`src/rtl/lsu_pkg.sv`:
```
// rtl/lsu_pkg.sv - shared types and constants for the AXI-lite load/store unit
//
// Purpose: FSM state encoding, error codes, RISC-V load/store funct3 codes,
//          AXI response codes and the response-check helper.
// Ports:   none (package).
package lsu_pkg;

    typedef enum logic [2:0] {
        S_IDLE,
        S_RD_ADDR,
        S_RD_DATA,
        S_WR_REQ,
        S_WR_RESP,
        S_DONE
    } lsu_state_e;

    localparam logic [1:0] ERR_NONE     = 2'd0;
    localparam logic [1:0] ERR_MISALIGN = 2'd1;
    localparam logic [1:0] ERR_BUS      = 2'd2;
    localparam logic [1:0] ERR_SIZE     = 2'd3;

    localparam logic [2:0] LB  = 3'b000;
    localparam logic [2:0] LH  = 3'b001;
    localparam logic [2:0] LW  = 3'b010;
    localparam logic [2:0] LD  = 3'b011;
    localparam logic [2:0] LBU = 3'b100;
    localparam logic [2:0] LHU = 3'b101;
    localparam logic [2:0] LWU = 3'b110;
    localparam logic [2:0] SB  = 3'b000;
    localparam logic [2:0] SH  = 3'b001;
    localparam logic [2:0] SW  = 3'b010;
    localparam logic [2:0] SD  = 3'b011;

    localparam logic [1:0] OKAY   = 2'b00;
    localparam logic [1:0] EXOKAY = 2'b01;

    // EXOKAY is only tolerated when the slave side is known to use exclusives.
    function automatic logic resp_bad(input logic [1:0] resp, input bit okay_only);
        if (okay_only) begin
            return resp != OKAY;
        end
        return (resp != OKAY) && (resp != EXOKAY);
    endfunction

endpackage

```
`src/rtl/lsu_align.sv`:
```
// rtl/lsu_align.sv - combinational size decode, alignment check and lane steering
//
// Purpose: decodes funct3 into an access size, flags illegal sizes and
//          misaligned addresses, right-justifies and extends load data, and
//          lane-shifts store data with its byte strobes.
// Ports:   is_load/is_store/funct3/addr_lo - op being decoded
//          rdata      - raw bus read data
//          wdata      - LSB-aligned store data
//          illegal    - funct3 not a legal size for this op and DATA_W
//          misaligned - address not naturally aligned for the size
//          load_data  - shifted and sign/zero-extended load result
//          store_data - store data moved to its byte lanes
//          store_strb - byte strobes matching store_data
module lsu_align
    import lsu_pkg::*;
#(
    parameter int DATA_W = 32
) (
    input  logic                is_load,
    input  logic                is_store,
    input  logic [2:0]          funct3,
    input  logic [2:0]          addr_lo,
    input  logic [DATA_W-1:0]   rdata,
    input  logic [DATA_W-1:0]   wdata,
    output logic                illegal,
    output logic                misaligned,
    output logic [DATA_W-1:0]   load_data,
    output logic [DATA_W-1:0]   store_data,
    output logic [DATA_W/8-1:0] store_strb
);

    localparam int STRB_W = DATA_W / 8;
    localparam int OFF_W  = $clog2(STRB_W);
    localparam bit HAS_D  = (DATA_W == 64);

    logic [OFF_W-1:0]  off;
    logic [DATA_W-1:0] shifted;
    logic [DATA_W-1:0] mask;
    logic              sign_bit;
    logic [7:0]        strb_base;

    assign off = addr_lo[OFF_W-1:0];

    always_comb begin
        illegal    = 1'b0;
        misaligned = 1'b0;
        shifted    = rdata >> {off, 3'b000};
        mask       = '1;
        sign_bit   = 1'b0;
        strb_base  = 8'hff;

        if (is_load) begin
            case (funct3)
                LB, LH, LW, LBU, LHU: illegal = 1'b0;
                LD, LWU:              illegal = !HAS_D;
                default:              illegal = 1'b1;
            endcase
        end else if (is_store) begin
            illegal = funct3[2] || ((funct3[1:0] == 2'b11) && !HAS_D);
        end

        case (funct3[1:0])
            2'b00: begin
                mask      = DATA_W'(8'hff);
                sign_bit  = shifted[7];
                strb_base = 8'h01;
            end
            2'b01: begin
                misaligned = addr_lo[0];
                mask       = DATA_W'(16'hffff);
                sign_bit   = shifted[15];
                strb_base  = 8'h03;
            end
            2'b10: begin
                misaligned = |addr_lo[1:0];
                mask       = DATA_W'(32'hffff_ffff);
                sign_bit   = shifted[31];
                strb_base  = 8'h0f;
            end
            default: begin
                misaligned = |addr_lo;
                mask       = '1;
                sign_bit   = 1'b0;
                strb_base  = 8'hff;
            end
        endcase
    end

    // funct3[2] marks the unsigned load variants; bits above the size fill
    // with the sign bit only for the signed ones.
    assign load_data  = (shifted & mask) | ((!funct3[2] && sign_bit) ? ~mask : '0);
    assign store_data = wdata << {off, 3'b000};
    assign store_strb = STRB_W'(strb_base) << off;

endmodule

```
`src/rtl/lsu_axil_fsm.sv`:
```
// rtl/lsu_axil_fsm.sv - load/store unit running one AXI-lite transaction per op
//
// Purpose: accepts one decoded memory op per in_valid/in_ready handshake,
//          traps illegal sizes and misalignment, issues a single AXI-lite
//          read or write with registered outputs, checks the response and
//          presents extended load data plus error status downstream.
// Ports:   clk, rst_n (async, active-low)
//          in_*       - upstream op: valid/ready, load/store, funct3, addr, wdata
//          out_*      - result: valid/ready, rdata, err, err_code
//          ar*/r*     - AXI-lite read address / read data channels
//          aw*/w*/b*  - AXI-lite write address / write data / response channels
module lsu_axil_fsm
    import lsu_pkg::*;
#(
    parameter int ADDR_W    = 32,
    parameter int DATA_W    = 32,
    parameter bit OKAY_ONLY = 1'b1
) (
    input  logic                clk,
    input  logic                rst_n,
    input  logic                in_valid,
    output logic                in_ready,
    input  logic                in_load,
    input  logic                in_store,
    input  logic [2:0]          in_funct3,
    input  logic [ADDR_W-1:0]   in_addr,
    input  logic [DATA_W-1:0]   in_wdata,
    output logic                out_valid,
    input  logic                out_ready,
    output logic [DATA_W-1:0]   out_rdata,
    output logic                out_err,
    output logic [1:0]          out_err_code,
    output logic [ADDR_W-1:0]   araddr,
    output logic                arvalid,
    input  logic                arready,
    input  logic [DATA_W-1:0]   rdata,
    input  logic [1:0]          rresp,
    input  logic                rvalid,
    output logic                rready,
    output logic [ADDR_W-1:0]   awaddr,
    output logic                awvalid,
    input  logic                awready,
    output logic [DATA_W-1:0]   wdata,
    output logic [DATA_W/8-1:0] wstrb,
    output logic                wvalid,
    input  logic                wready,
    input  logic [1:0]          bresp,
    input  logic                bvalid,
    output logic                bready
);

    localparam int STRB_W = DATA_W / 8;

    lsu_state_e          state_q, state_n;
    logic [ADDR_W-1:0]   addr_q, addr_n;
    logic [2:0]          funct3_q, funct3_n;
    logic                arvalid_q, arvalid_n;
    logic                rready_q, rready_n;
    logic                awvalid_q, awvalid_n;
    logic                wvalid_q, wvalid_n;
    logic                bready_q, bready_n;
    logic [DATA_W-1:0]   wdata_q, wdata_n;
    logic [STRB_W-1:0]   wstrb_q, wstrb_n;
    logic                out_valid_q, out_valid_n;
    logic [DATA_W-1:0]   rdata_q, rdata_n;
    logic                err_q, err_n;
    logic [1:0]          code_q, code_n;

    logic                idle;
    logic [2:0]          al_funct3;
    logic [2:0]          al_addr;
    logic                al_illegal;
    logic                al_misaligned;
    logic [DATA_W-1:0]   al_load_data;
    logic [DATA_W-1:0]   al_store_data;
    logic [STRB_W-1:0]   al_store_strb;
    logic                bad_resp;

    // One aligner serves both decode at accept (live inputs) and load
    // extension in RD_DATA (latched op), since those never overlap.
    assign idle      = (state_q == S_IDLE);
    assign al_funct3 = idle ? in_funct3 : funct3_q;
    assign al_addr   = idle ? in_addr[2:0] : addr_q[2:0];

    lsu_align #(
        .DATA_W (DATA_W)
    ) u_align (
        .is_load    (in_load),
        .is_store   (in_store),
        .funct3     (al_funct3),
        .addr_lo    (al_addr),
        .rdata      (rdata),
        .wdata      (in_wdata),
        .illegal    (al_illegal),
        .misaligned (al_misaligned),
        .load_data  (al_load_data),
        .store_data (al_store_data),
        .store_strb (al_store_strb)
    );

    assign bad_resp = resp_bad((state_q == S_RD_DATA) ? rresp : bresp, OKAY_ONLY);

    always_comb begin
        state_n     = state_q;
        addr_n      = addr_q;
        funct3_n    = funct3_q;
        arvalid_n   = arvalid_q;
        rready_n    = rready_q;
        awvalid_n   = awvalid_q;
        wvalid_n    = wvalid_q;
        bready_n    = bready_q;
        wdata_n     = wdata_q;
        wstrb_n     = wstrb_q;
        out_valid_n = out_valid_q;
        rdata_n     = rdata_q;
        err_n       = err_q;
        code_n      = code_q;

        case (state_q)
            S_IDLE: begin
                if (in_valid) begin
                    addr_n   = in_addr;
                    funct3_n = in_funct3;
                    rdata_n  = '0;
                    err_n    = 1'b0;
                    code_n   = ERR_NONE;
                    if (!in_load && !in_store) begin
                        state_n     = S_DONE;
                        out_valid_n = 1'b1;
                    end else if (al_illegal) begin
                        state_n     = S_DONE;
                        out_valid_n = 1'b1;
                        err_n       = 1'b1;
                        code_n      = ERR_SIZE;
                    end else if (al_misaligned) begin
                        state_n     = S_DONE;
                        out_valid_n = 1'b1;
                        err_n       = 1'b1;
                        code_n      = ERR_MISALIGN;
                    end else if (in_load) begin
                        state_n   = S_RD_ADDR;
                        arvalid_n = 1'b1;
                    end else begin
                        state_n   = S_WR_REQ;
                        awvalid_n = 1'b1;
                        wvalid_n  = 1'b1;
                        wdata_n   = al_store_data;
                        wstrb_n   = al_store_strb;
                    end
                end
            end
            S_RD_ADDR: begin
                if (arready) begin
                    arvalid_n = 1'b0;
                    rready_n  = 1'b1;
                    state_n   = S_RD_DATA;
                end
            end
            S_RD_DATA: begin
                if (rvalid) begin
                    rready_n    = 1'b0;
                    rdata_n     = al_load_data;
                    err_n       = bad_resp;
                    code_n      = bad_resp ? ERR_BUS : ERR_NONE;
                    out_valid_n = 1'b1;
                    state_n     = S_DONE;
                end
            end
            S_WR_REQ: begin
                // Each channel drops after its own handshake; a low valid here
                // means that channel already completed.
                awvalid_n = awvalid_q && !awready;
                wvalid_n  = wvalid_q && !wready;
                if (!awvalid_n && !wvalid_n) begin
                    bready_n = 1'b1;
                    state_n  = S_WR_RESP;
                end
            end
            S_WR_RESP: begin
                if (bvalid) begin
                    bready_n    = 1'b0;
                    err_n       = bad_resp;
                    code_n      = bad_resp ? ERR_BUS : ERR_NONE;
                    out_valid_n = 1'b1;
                    state_n     = S_DONE;
                end
            end
            S_DONE: begin
                if (out_ready) begin
                    out_valid_n = 1'b0;
                    state_n     = S_IDLE;
                end
            end
            default: state_n = S_IDLE;
        endcase
    end

    always_ff @(posedge clk or negedge rst_n) begin
        if (!rst_n) begin
            state_q     <= S_IDLE;
            addr_q      <= '0;
            funct3_q    <= '0;
            arvalid_q   <= 1'b0;
            rready_q    <= 1'b0;
            awvalid_q   <= 1'b0;
            wvalid_q    <= 1'b0;
            bready_q    <= 1'b0;
            wdata_q     <= '0;
            wstrb_q     <= '0;
            out_valid_q <= 1'b0;
            rdata_q     <= '0;
            err_q       <= 1'b0;
            code_q      <= ERR_NONE;
        end else begin
            state_q     <= state_n;
            addr_q      <= addr_n;
            funct3_q    <= funct3_n;
            arvalid_q   <= arvalid_n;
            rready_q    <= rready_n;
            awvalid_q   <= awvalid_n;
            wvalid_q    <= wvalid_n;
            bready_q    <= bready_n;
            wdata_q     <= wdata_n;
            wstrb_q     <= wstrb_n;
            out_valid_q <= out_valid_n;
            rdata_q     <= rdata_n;
            err_q       <= err_n;
            code_q      <= code_n;
        end
    end

    assign in_ready     = idle;
    assign araddr       = addr_q;
    assign awaddr       = addr_q;
    assign arvalid      = arvalid_q;
    assign rready       = rready_q;
    assign awvalid      = awvalid_q;
    assign wvalid       = wvalid_q;
    assign bready       = bready_q;
    assign wdata        = wdata_q;
    assign wstrb        = wstrb_q;
    assign out_valid    = out_valid_q;
    assign out_rdata    = rdata_q;
    assign out_err      = err_q;
    assign out_err_code = code_q;

endmodule

```
`config.mk`:
```
export PLATFORM = sky130hd
export DESIGN_NAME = lsu_axil_fsm
export DESIGN_NICKNAME = d
export VERILOG_FILES = /design/src/rtl/lsu_pkg.sv /design/src/rtl/lsu_align.sv /design/src/rtl/lsu_axil_fsm.sv
export SDC_FILE = /design/constraint.sdc
export NUM_CORES = 1
export LEC_CHECK = 0
export ABC_AREA = 1
export BUFFER_PORTS_ARGS = -buffer_cell sky130_fd_sc_hd__buf_2
export CAP_MARGIN = 0
export CORE_ASPECT_RATIO = 0.9
export CORE_UTILIZATION = 52
export CTS_BUF_LIST = sky130_fd_sc_hd__clkbuf_2 sky130_fd_sc_hd__clkbuf_4 sky130_fd_sc_hd__clkbuf_8
export CTS_CLUSTER_DIAMETER = 50
export DETAILED_ROUTE_END_ITERATION = 8
export GPL_ROUTABILITY_DRIVEN = 1
export PLACE_DENSITY = 0.91
export REMOVE_ABC_BUFFERS = 1
export SYNTH_ARGS = -nofsm -noshare
export SYNTH_HDL_FRONTEND = slang
export SYNTH_SLANG_ARGS = --single-unit
```
`constraint.sdc`:
```
create_clock -name clk -period 5.5 [get_ports clk]
set_clock_uncertainty 0.2 [all_clocks]
set_input_delay 0.275 -clock clk [delete_from_list [all_inputs] [get_ports clk]]
set_output_delay 0.275 -clock clk [all_outputs]
set_load 0.02 [all_outputs]
```
==> flow_summary.json, run 1 <==
{
  "clock_path_buffers": 2,
  "wire_per_inst_um": 14.9,
  "fp-row-count": 37,
  "synth_area_mm2": 0.00635,
  "fin_tns_setup_ns": 0,
  "totalWireLength_um": 18900,
  "grt_pass1_vias": 6304,
  "max_freq_mhz": 304,
  "synth_compound_area_frac": 0.141,
  "avgViaCountPerCell": 5.29,
  "p_leak_nw": 4.76,
  "finalNetCount": 1211,
  "finalWeightedCongestion": 0.868,
  "whs_path_depth": 5,
  "hold_viol": 0,
  "firstDrtPassIters": 5,
  "path_class": "reg2reg",
  "layout_common_cells": "nand2_1, buf_2, dfrtp_1",
  "min_path_type": "in2reg",
  "die_area_mm2": 0.0127,
  "grt_pass1_wl_um": 29900,
  "io_pins": 256,
  "cts_tree": "done",
  "clkLatencyLatePin_ns": 0.42,
  "synthSimpleGateAreaFrac": 0.302,
  "drtIter0Drc": 633,
  "utilization": 0.724,
  "die_y_um": 107,
  "area_growth_pct": 32.9,
  "seq_area_frac_synth": 0.453,
  "fp.coreArea_mm2": 0.0117,
  "synthAdderAreaFrac": 0,
  "synth-edff-count": 0,
  "relSlewSlack": 0.326,
  "grt_antenna_before_repair": 1,
  "dp_hpwl_um": 12400,
  "status": "completed",
  "layout-drive-gt1-share": 0.314,
  "grt_max_degree": 73,
  "post-route-period-util": 0.598,
  "synth_top_family_by_area": "simple AND/OR/NAND/NOR gates",
  "start_kind": "flip-flop",
  "crit_path_end_kind": "flip-flop",
  "power_w": 0.00552,
  "critPathArrivalTime_ns": 3.44,
  "post_cts_resized": 0,
  "io_buffer_count": 255,
  "drc": 0,
  "ant_nets": 0,
  "synth_flop_cell": "dfrtp_1",
  "ys_ff_latch": 115,
  "synth_cells": 834,
  "rsz0062_at_grt": "no",
  "async_flop_share": 1.00,
  "fin_cells": 1267,
  "grt_remaining_overflow": 0,
  "worst_pin_slew_ns": 1.01,
  "synthMuxAreaShare": 0,
  "synth_cell_types": 34,
  "min_period_ns": 3.29,
  "layout_commonest_cell": "nand2_1",
  "start_util": 0.545,
  "yosysWarningCount": 0,
  "grt_use_total": 0.300,
  "dp_cells": 1175,
  "cts.reportedPaths.clkPinSlew_ns": 0.08,
  "required_ns": 5.66,
  "setup_viol": 0,
  "cts_sinks": 115,
  "r2r_cells": 14,
  "postCtsSetupBuffers": 0,
  "postSynthAreaPerCell_um2": 7.62,
  "cap_violations": 0,
  "path_max_fanout": 62,
  "vias": 6706,
  "htreeDepth": 4,
  "numCtsBuffers": 17,
  "cellPowerDensity_mw_per_mm2": 653,
  "fillCellCount": 923,
  "peakVddDrop_mv": 0.423,
  "cts-root-buf": "clkbuf_8",
  "die_w_um": 119,
  "synth_xor_area_frac": 0,
  "finalMaxSlewViolations": 0
}
==> layout make-up <==
class | count | area, um^2 | share of cell area
diodes | 1 | 2.50 | 0.000296
flip-flops and latches | 115 | 2880 | 0.341
repair buffers | 321 | 1920 | 0.228
well taps | 156 | 195 | 0.0231
multi-input cells | 594 | 2820 | 0.334
inverters | 48 | 183 | 0.0216
clock buffers | 18 | 248 | 0.0293
clock inverters | 14 | 200 | 0.0237
==> per-stage QoR <==
stage / worst slack, ns / hold WS [ns] / area [um^2]
finish: 2.21 / 0.0255 / 8440
floorplan: 1.90 / -0.221 / 5880
detailed placement: 2.25 / 0.154 / 7400
global route: 1.89 / 0.0329 / 8440
global placement: 2.34 / 0.157 / 7400
CTS: 2.23 / 0.000289 / 8440
==> state kept, by name, indices dropped and copies added (netlist names), 2 cells and up <==
register and cells:
out_rdata 32, araddr 32, out_err_code 2, state_q 3, wdata 32, wstrb 4
funct3_q 3
==> repair_timing <==
| item | 4_1_cts | 5_1_grt |
|---|---|---|
| hold endpoints to repair | 110 | 0 |
| setup endpoints to repair | 0 | 0 |
| hold buffers | 59 | 0 |
==> routing by layer <==
| layer | vias to the layer above | GRT usage | wire length (um) |
|---|---|---|---|
| met3 | 60 | 0.0660 | 1470 |
| li1 | 3184 | - | - |
| met2 | 395 | 0.505 | 9220 |
| met1 | 3067 | 0.370 | 7610 |
| met5 | - | 0 | 0 |
| met4 | 0 | 0.138 | 595 |
==> where the power goes <==
part / switching (W) / internal [W] / total [W]
Sequential: 0.000252 / 0.00119 / 0.00145
Combinational: 0.00217 / 0.000995 / 0.00316
Clock: 0.000394 / 0.000513 / 0.000906
==> worst max-delay path: stages (launching register included) <==
cell	delay [ns]
dfrtp_1	0.49
inv_2	0.16
nand2_8	0.14
nand2_1	0.07
nand2_2	0.05
buf_4	0.49
inv_1	0.28
buf_4	0.31
nand3_1	0.12
nand2_1	0.06
nand2_1	0.06
nand3_1	0.10
nand2_1	0.43
nand2_1	0.13
nand2_1	0.09
==> Yosys cell counts (2+ instances only) <==
cell type	n	area, um^2
inv_2	2	7.51
buf_6	6	67.6
nor2_8	2	40.0
nor2_1	33	124
o21a_1	7	52.6
nor3_1	4	20.0
nand2_4	2	22.5
o221ai_1	8	70.1
o21ai_2	28	245
o21ai_0	40	200
inv_1	44	165
buf_2	11	55.1
o211ai_1	7	52.6
o21bai_1	2	15.0
buf_4	34	255
or2_2	12	75.1
nand3_1	62	310
clkbuf_1	25	93.8
a31oi_1	8	50.1
nand2_2	4	25.0
o22ai_1	9	56.3
nand2_1	334	1250
dfrtp_1	115	2880
a21oi_1	25	125
==> logic make-up after synthesis <==
| family | count (synthesis) |
|---|---|
| AO/OA/AOI/OAI | 137 |
| buffers and inverters | 125 |
| flip-flops | 115 |
| AND/OR/NAND/NOR | 457 |
==> final timing paths <==
check | endpoint | from | slack [ns]
max in group asynchronous | wdata[10] | rst_n | 3.62
worst max-delay path | out_rdata[18] | state_q[2] | 2.21
worst min-delay path | out_rdata[6] | rdata[14] | 0.03
min in group asynchronous | out_rdata[27] | rst_n | 0.22
worst min register to register | wdata[6] | wdata[6] | 0.28
worst max register to register | out_rdata[18] | state_q[2] | 2.21
No activity file was read; power rests on OpenSTA's default activity.
==> inputs of run 2 (changes only) <==
--- a/config.mk
+++ b/config.mk
@@ -9,12 +9,12 @@
 export BUFFER_PORTS_ARGS = -buffer_cell sky130_fd_sc_hd__buf_2
 export CAP_MARGIN = 0
 export CORE_ASPECT_RATIO = 0.9
-export CORE_UTILIZATION = 52
+export CORE_UTILIZATION = 50
 export CTS_BUF_LIST = sky130_fd_sc_hd__clkbuf_2 sky130_fd_sc_hd__clkbuf_4 sky130_fd_sc_hd__clkbuf_8
 export CTS_CLUSTER_DIAMETER = 50
 export DETAILED_ROUTE_END_ITERATION = 8
 export GPL_ROUTABILITY_DRIVEN = 1
-export PLACE_DENSITY = 0.91
+export PLACE_DENSITY = 0.88
 export REMOVE_ABC_BUFFERS = 1
 export SYNTH_ARGS = -nofsm -noshare
 export SYNTH_HDL_FRONTEND = slang
==> constraint.sdc (replaced) <==
create_clock -name clk -period 3.3 [get_ports clk]
set_clock_uncertainty 0.2 [all_clocks]
set_input_delay 0.165 -clock clk [delete_from_list [all_inputs] [get_ports clk]]
set_output_delay 0.165 -clock clk [all_outputs]
set_load 0.02 [all_outputs]
==> flow_summary.json, run 2 (synthesized netlist as in run 1, its figures left out) <==
{
  "status": "completed",
  "wire_per_inst_um": 15.2,
  "path_class": "reg2reg",
  "grt_pass1_wl_um": 31800,
  "fp.coreArea_mm2": 0.0122,
  "utilization": 0.733,
  "totalWireLength_um": 20100,
  "firstDrtPassIters": 5,
  "finalWeightedCongestion": 0.957,
  "drc": 0,
  "crit_chain": "nor2_8 > nand3_1 > nand2_2 > buf_4 > nand2_1 > nand3_1 > dlygate4sd3_1 > nand3_1 > dlygate4sd3_1 > nand2_1",
  "fin_area_mm2": 0.00895,
  "start_kind": "flip-flop",
  "cts_tree": "done",
  "clock_path_buffers": 2,
  "p_leak_nw": 4.96,
  "post-route-period-util": 0.931,
  "drtIter0Drc": 557,
  "avgViaCountPerCell": 5.28,
  "path_buf_inv": 3,
  "switching_power_w": 0.00473,
  "dp_hpwl_um": 12500,
  "required_ns": 3.47,
  "crit_path_max_incr_delay_ns": 0.59,
  "worst_hold_slack_ns": 0.0200,
  "rsz0062_at_grt": "no",
  "cap_violations": 0,
  "io_pins": 256,
  "die_w_um": 121,
  "dpl_cell_area_mm2": 0.00747,
  "fp-row-count": 38,
  "fin_tns_setup_ns": 0,
  "switching_share": 0.500,
  "ant_nets": 0,
  "slowest_stage": "dlygate4sd3_1",
  "htreeDepth": 4,
  "cts.reportedPaths.clkPinSlew_ns": 0.07,
  "layout-drive-gt1-share": 0.306,
  "area_growth_pct": 40.9,
  "path_delay_family": "buffers and inverters",
  "vias": 6979,
  "cts-root-buf": "clkbuf_8",
  "hold_viol": 0,
  "die_y_um": 109,
  "grt_pass1_vias": 6670,
  "peakVddDrop_mv": 0.610,
  "numCtsBuffers": 17,
  "max_freq_mhz": 325,
  "fillCellCount": 910,
  "intPower_w": 0.00473,
  "worst_pin_slew_ns": 0.872,
  "start_util": 0.520,
  "diodes": 0,
  "p_seq_frac": 0.254,
  "cellPowerDensity_mw_per_mm2": 1060,
  "p_clk_frac": 0.144,
  "relSlewSlack": 0.419,
  "finalNetCount": 1264,
  "grt_remaining_overflow": 0,
  "layout_common_cells": "nand2_1, buf_2, dfrtp_1",
  "grt_antenna_before_repair": 0,
  "finalMaxSlewViolations": 0,
  "layout_commonest_cell": "nand2_1",
  "path_max_fanout": 45,
  "pwr-share-comb": 0.602,
  "grt_max_degree": 70,
  "setup_viol": 0,
  "min_period_ns": 3.07,
  "cts_sinks": 115,
  "clkLatencyLatePin_ns": 0.42,
  "cpMostUsedCell": "nand3_1",
  "crit_path_end_kind": "flip-flop",
  "die_area_mm2": 0.0132,
  "r2r_slack_ns": 0.23,
  "grt_use_total": 0.312,
  "critPathArrivalTime_ns": 3.24,
  "min_path_type": "in2reg",
  "postCtsSetupBuffers": 0,
  "io_buffer_count": 255
}
-- run 2: path summary, 6_finish.rpt --
path / from / cells past startpoint / endpoint
worst min register to register: wdata[30] / 2 / wdata[30]
min in group asynchronous: rst_n / 2 / out_rdata[14]
max in group asynchronous: rst_n / 3 / wdata[8]
worst min-delay path: in_valid / 3 / funct3_q[2]
worst max register to register: state_q[0] / 10 / out_rdata[4]
worst max-delay path: state_q[0] / 10 / out_rdata[4]
-- run 2: power groups by stage --
stage / clock network [W] / logic, W / registers (W)
floorplan: 0 / 0.00262 / 0.00326
detailed placement: 0 / 0.00520 / 0.00239
global placement: 0 / 0.00512 / 0.00240
global route: 0.00146 / 0.00624 / 0.00247
finish: 0.00136 / 0.00570 / 0.00240
CTS: 0.00139 / 0.00556 / 0.00239
-- run 2: per-layer routing --
metal	GRT usage	part of all wire	vias to the layer above
li1	-	-	3290
met1	0.377	0.40	3186
met2	0.520	0.48	420
met3	0.0842	0.076	83
met4	0.147	0.040	0
met5	0	0	-
-- run 2: timing repair --
action,4_1_cts,5_1_grt
hold endpoints to repair,154,0
setup endpoints to repair,0,22
resized for setup,0,6
hold buffers,106,0
-- run 2: stage by stage --
step	setup WS, ns	power, W	cells
global placement	0.584	0.00752	1185
CTS	0.0265	0.00933	1322
floorplan	-0.300	0.00588	757
detailed placement	0.481	0.00759	1185
global route	0.00400	0.0102	1322
finish	0.227	0.00946	1322
-- run 2: tightest hold or removal path, stage by stage --
cell     delay (ns)
buf_2          0.12
nand2_1        0.20
o21ai_0        0.11
-- run 2: cell type report --
class                   instances  area, um^2  share of cell area
inverters                      48         183              0.0204
flip-flops and latches        115        2880               0.321
clock inverters                10         133              0.0148
multi-input cells             594        2820               0.315
well taps                     160         200              0.0224
repair buffers                374        2460               0.275
clock buffers                  21         277              0.0309
